`src/rtl/count_up_down_mod.sv`:
```
// Parametrised up/down counter with programmable modulus, step, load/clear and
// registered overflow/underflow pulses. Saturation support is compiled in with `UPDN_SAT_EN.
module count_up_down_mod #(
    parameter int unsigned WIDTH   = 8,
    parameter int unsigned MAX_VAL = 2**WIDTH - 1,
    parameter int unsigned STEP_W  = 2
) (
    input  logic              clk,
    input  logic              rst_n,
    input  logic              enable,
    input  logic              up_dn,
    input  logic [STEP_W-1:0] step,
    input  logic              clear,
    input  logic              load,
    input  logic [WIDTH-1:0]  load_val,
    input  logic              sat_mode,
    output logic [WIDTH-1:0]  count,
    output logic              ovf,
    output logic              unf,
    output logic              at_max,
    output logic              at_zero
);

    localparam int unsigned CW = WIDTH + 1;
    localparam logic [CW-1:0] MAX_X = CW'(MAX_VAL);
    localparam logic [CW-1:0] MOD_X = CW'(MAX_VAL + 1);
    localparam logic [WIDTH-1:0] MAX_W = WIDTH'(MAX_VAL);

    logic             sat;
    logic [WIDTH-1:0] count_nxt;
    logic             ovf_nxt;
    logic             unf_nxt;
    logic [CW-1:0]    count_x;
    logic [CW-1:0]    step_x;
    logic [CW-1:0]    sum_up;

`ifdef UPDN_SAT_EN
    assign sat = sat_mode;
`else
    logic unused_sat_mode;
    assign unused_sat_mode = sat_mode;
    assign sat = 1'b0;
`endif

    assign count_x = CW'(count);
    assign step_x  = CW'(step);
    assign sum_up  = count_x + step_x;

    // Next count and flags; clear beats load beats enable.
    always_comb begin
        count_nxt = count;
        ovf_nxt   = 1'b0;
        unf_nxt   = 1'b0;
        if (clear) begin
            count_nxt = '0;
        end else if (load) begin
            count_nxt = (CW'(load_val) > MAX_X) ? MAX_W : load_val;
        end else if (enable && (step != '0)) begin
            if (up_dn) begin
                if (sum_up > MAX_X) begin
                    count_nxt = sat ? MAX_W : WIDTH'(sum_up - MOD_X);
                    ovf_nxt   = 1'b1;
                end else begin
                    count_nxt = WIDTH'(sum_up);
                end
            end else begin
                if (step_x > count_x) begin
                    // Add the modulus first so the intermediate never goes negative.
                    count_nxt = sat ? '0 : WIDTH'(count_x + MOD_X - step_x);
                    unf_nxt   = 1'b1;
                end else begin
                    count_nxt = WIDTH'(count_x - step_x);
                end
            end
        end
    end

    always_ff @(posedge clk or negedge rst_n) begin
        if (!rst_n) begin
            count <= '0;
            ovf   <= 1'b0;
            unf   <= 1'b0;
        end else begin
            count <= count_nxt;
            ovf   <= ovf_nxt;
            unf   <= unf_nxt;
        end
    end

    assign at_max  = (count == MAX_W);
    assign at_zero = (count == '0);

endmodule

```
`config.mk`:
```
export PLATFORM = sky130hd
export DESIGN_NAME = count_up_down_mod
export DESIGN_NICKNAME = d
export VERILOG_FILES = /design/src/rtl/count_up_down_mod.sv
export SDC_FILE = /design/constraint.sdc
export NUM_CORES = 1
export LEC_CHECK = 0
export CORE_MARGIN = 2
export CORE_UTILIZATION = 44
export DETAILED_ROUTE_END_ITERATION = 10
export GPL_ROUTABILITY_DRIVEN = 0
export HOLD_SLACK_MARGIN = 0.05
export PLACE_DENSITY = 0.78
export SYNTH_ARGS = -nofsm -noshare
export SYNTH_HDL_FRONTEND = slang
export SYNTH_SLANG_ARGS = --single-unit
export TNS_END_PERCENT = 50
```
`constraint.sdc`:
```
create_clock -name clk -period 2.75 [get_ports clk]
set_clock_uncertainty 0.05 [all_clocks]
set_input_delay 0.275 -clock clk [delete_from_list [all_inputs] [get_ports clk]]
set_output_delay 0.275 -clock clk [all_outputs]
set_load 0.01 [all_outputs]
```
; ---- Word level (Yosys, flattened, before mapping)
; Cells that the tools add are included.
[classes]
add_sub_neg = 5
reduce_logical = 4
n_lt_le_gt_ge = 2
muxes = 16
eq_ne = 1
[op_table]
columns = operator, n
row1 = 8-bit two-way mux, 6
row2 = 8-bit by 2-bit subtractor with 8-bit output, 2
row3 = 1-bit two-way mux, 10
row4 = 8-bit by 2-bit adder with 9-bit output, 1
row5 = 9-bit by 8-bit > comparator with 1-bit output (second input constant), 1
row6 = 8-bit by 1-bit adder with 8-bit output (second input constant), 1
row7 = 8-bit == test (second input constant), 1
row8 = 2-bit by 8-bit > comparator with 1-bit output, 1
row9 = 8-bit logical NOT, 1
row10 = 8-bit by 1-bit subtractor with 8-bit output (second input constant), 1
row11 = 3-bit nonzero test, 1
row12 = 2-bit nonzero test, 1
row13 = 1-bit logical AND, 1
[word_totals]
in_bits = 17
output_inout_bits = 12
register_bits = 10
elab_cells = 31

; ---- Depth between registers and ports, before layout
[depth]
word_depth = 7
depth_mapped = 8
ltp_nobuf = 8

; ---- Worst setup path before layout
; OpenSTA, ideal clock, no wires.
[synth_path]
path_type = register to register
start = register count[1]
end = register count[7]
path_buffers = 0
path_slack_ps = 649
path_stages_with_launch = 6
setup_ps = 99
t_arrival_ps = 1952
required_time_ps = 2601
synth_period_minus_slack_ps = 2101
path_cell_list = dfrtp_1 ha_1 and2b_1 or4b_1 a211o_1 a311oi_1
[synth_via]
elab_chain_cells = 7
word_cells_on_any_way = 13
cone_classes = add/sub (5) / order compare (2) / mux (6)
[synth_lines]
columns = item, line
row1 = "start, declared", 17  ; output logic [WIDTH-1:0] count,
row2 = "start signal, assigned", 84  ; count <= count_nxt;
row3 = 8-bit by 1-bit adder with 8-bit output or 8-bit by 2-bit adder with 9-bit output (tied branches), "69, 47"
row4 = "8-bit by 2-bit subtractor with 8-bit output, or another cell as far along", 69  ; count_nxt = sat ? '0 : WIDTH'(count_x + MOD_X - step_x);
row5 = 8-bit two-way mux (on tied branches), "67, 60"
row6 = 8-bit two-way mux (*), 59  ; if (up_dn) begin
row7 = 8-bit two-way mux (*), 58  ; end else if (enable && (step != '0)) begin
row8 = 8-bit two-way mux (*), 56  ; end else if (load) begin
row9 = 8-bit two-way mux (*), 54  ; if (clear) begin
; Mark *: on every way between the ends. The rest lies on a longest branch, timed or not. The select of a mux whose other input is x is not followed.
; A chain may end at the register's enable or synchronous reset.

; ---- Worst setup path after layout
[layout_path]
start = register count[4]
end = output at_zero
[layout_via]
elab_chain_cells = 1
[layout_lines]
columns = item, line
row1 = 8-bit logical NOT, 91  ; assign at_zero = (count == '0);
row2 = "end, declared", 21  ; output logic at_zero
; No other way between the ends.

==> out/metrics.yaml <==
clk_latency_ps: 280
drtIter0Drc: 11
drt-total-wl_mm: 2.18
slowest_stage: "clkdlybuf4s50_1"
slew_headroom_pct: 67.0
cts_buffer_depth: 2
yosysSeqAreaShare_pct: 29.5
crit_path_end: "at_zero"
fmax_mhz: 382
arrival_ps: 2300
hold_viol: 0
clk_pin_slew_ps: 80
firstDrtPassIters: 4
synthArstFlopShare_pct: 100
min_period_over_period_pct: 95.3
ir_drop_mv: 0.256
highest_layer: "met4"
syn_nets: 121
cts_tree: "built"
path_buf_inv: 1
port_buffers: 27
dieArea_um2: 2300
tns_ps: 0
synth_top_area_share_pct: 29.5
num_io_pins: 29
grt_pass1_wl_mm: 3.65
cp_max_fo: 8
initial_utilization_pct: 48.2
ant_nets: 0
worst_slew_pin_slew_ps: 494
dpl.hpwl_mm: 1.68
die_h_um: 47.9
ff2ff_path_depth: 8
crit_cells: 4
wl_per_cell_um: 14.4
syn_inst: 98
synth_flop_cell: "dfrtp_1"
overflow: 0
synth_area_leader_cell: "dfrtp_1"
startpoint_type: "flop"
switching_share_pct: 31.4
n_antenna_cell: 0
core_um2: 1760
vias: 875
numCtsBuffers: 3
crit_chain: "or3_1, or2_2, nor4_1, clkdlybuf4s50_1"
cts.sinks: 10
drc: 0
hold_class: "in -> async"
first_global_vias: 839
cp_top_family: "simple AND/OR/NAND/NOR gates"
dr_wl_met2_mm: 1.07
synth_commonest_cells: "10 x dfrtp_1, 10 x nand2_1, 7 x nor2_1"
grt_usage_pct: 23.3
cts-root-buf: "clkbuf_4"
p_seq_share_pct: 38.3
yosysWarnings: 0
route.met3.wl_um: 113
setup_viol: 0
p_leak_nw: 0.472
r2r_start: "count[0]$_DFFE_PN0P_"
finish.net_count: 150
power.share.clock_pct: 31.7
max_stage_delay_ps: 590
period_needed_ps: 2620
syn-cell-area_um2: 850
power_density_nw_per_um2: 389
synth_edf_count: 0
viasPerCell: 5.79
antenna_found_initial: 0
fin_util_pct: 66.2
worst_r2r_endpoint: "count[6]$_DFFE_PN0P_"
wl_met1_um: 960
synth_area_leaders: "dfrtp_1 29%, ha_1 5.9%, fa_1 4.7%"
required_ps: 2420
postSynthAreaPerCell_um2: 8.67
drive_gt1_share_pct: 9.52
ys_types: 41
slew_viol_final: 0
cts_resized: 0
rsz0062_at_grt: "false"
critPathLaunch: "count[4]$_DFFE_PN0P_"
die_x_um: 47.9
path_class: "reg -> out"
p_int_mw: 0.311
grt_max_degree: 15
cts.htree.levels: 1
status: "complete, no violations"
cp-end-kind: "primary output"
cts_setup_buffers: 0
p_comb_share_pct: 30.0
area_growth_pct: 37.4
p_switching_mw: 0.143
synth-seq-cells: 10
drv_cap: 0
cts.hold.buffers_added: 0
core.rowCount: 15
rrSetupSlack_ps: 500
per-layer routing:
metal / global-route usage (%) / up-vias
met3: 5.28 / 5
met4: 9.19 / 0
met2: 38.9 / 30
li1: - / 424
met1: 28.9 / 416
met5: 0 / -
worst min path at each step:
stage	startpoint	to	depth (start not counted)
after global placement	count[7]$_DFFE_PN0P_	ovf$_DFF_PN0_	2
after CTS	rst_n	count[2]$_DFFE_PN0P_	1
final	rst_n	count[2]$_DFFE_PN0P_	1
after global routing	rst_n	count[2]$_DFFE_PN0P_	1
after detailed placement	count[7]$_DFFE_PN0P_	ovf$_DFF_PN0_	2
after floorplan	rst_n	count[0]$_DFFE_PN0P_	0
cells in the final DEF (no fill, tap or decap), drive strengths merged, types with 3 or more instances in the layout:
master,count
ha,4
o211ai,5
clkdlybuf4s50,27
a21oi,6
dfrtp,10
inv,3
nand2,10
clkbuf,4
nor4,3
or4,3
nor2,7
or3,3
or2,4
cell families after synthesis:
logic type               Yosys count  synth area share, %
AND/OR/NAND/NOR                   45                 29.9
AO/OA/AOI/OAI                     24                 19.7
buffers and inverters              9                 5.89
multiplexers                       2                 2.36
XOR/XNOR                           2                 2.06
flip-flops                        10                 29.5
adder cells (fa/ha/maj)            6                 10.6
power groups by stage:
| stage | clock (mW) | combinational, mW | sequential (mW) |
|---|---|---|---|
| after floorplan | 0 | 0.0727 | 0.175 |
| after global placement | 0 | 0.133 | 0.176 |
| after detailed placement | 0 | 0.136 | 0.177 |
| after CTS | 0.147 | 0.136 | 0.173 |
| after global routing | 0.154 | 0.152 | 0.176 |
| final | 0.144 | 0.136 | 0.174 |
metrics by stage:
step | total power, mW | cells | hold slack [ps] | cell area (um2) | setup WS (ps)
global placement | 0.309 | 147 | 534 | 1130 | 224
detailed placement | 0.313 | 147 | 536 | 1130 | 179
CTS | 0.457 | 151 | 281 | 1170 | 131
global route | 0.482 | 151 | 314 | 1170 | 17.3
floorplan | 0.248 | 98 | -70.6 | 850 | 649
finish | 0.454 | 151 | 272 | 1170 | 129
final cells by class:
type | instances | area [um2]
multi-input combinational | 79 | 549
sequential | 10 | 250
tap | 25 | 31.3
clock buffer | 4 | 36.3
inverter | 4 | 15.0
timing repair buffer | 29 | 285
fill | 167 | 597
sequential cells by signal, summed over array words and instances, names as in the netlist:
name   flops
count      8
ovf        1
unf        1
No activity file was read; power rests on OpenSTA's default activity.
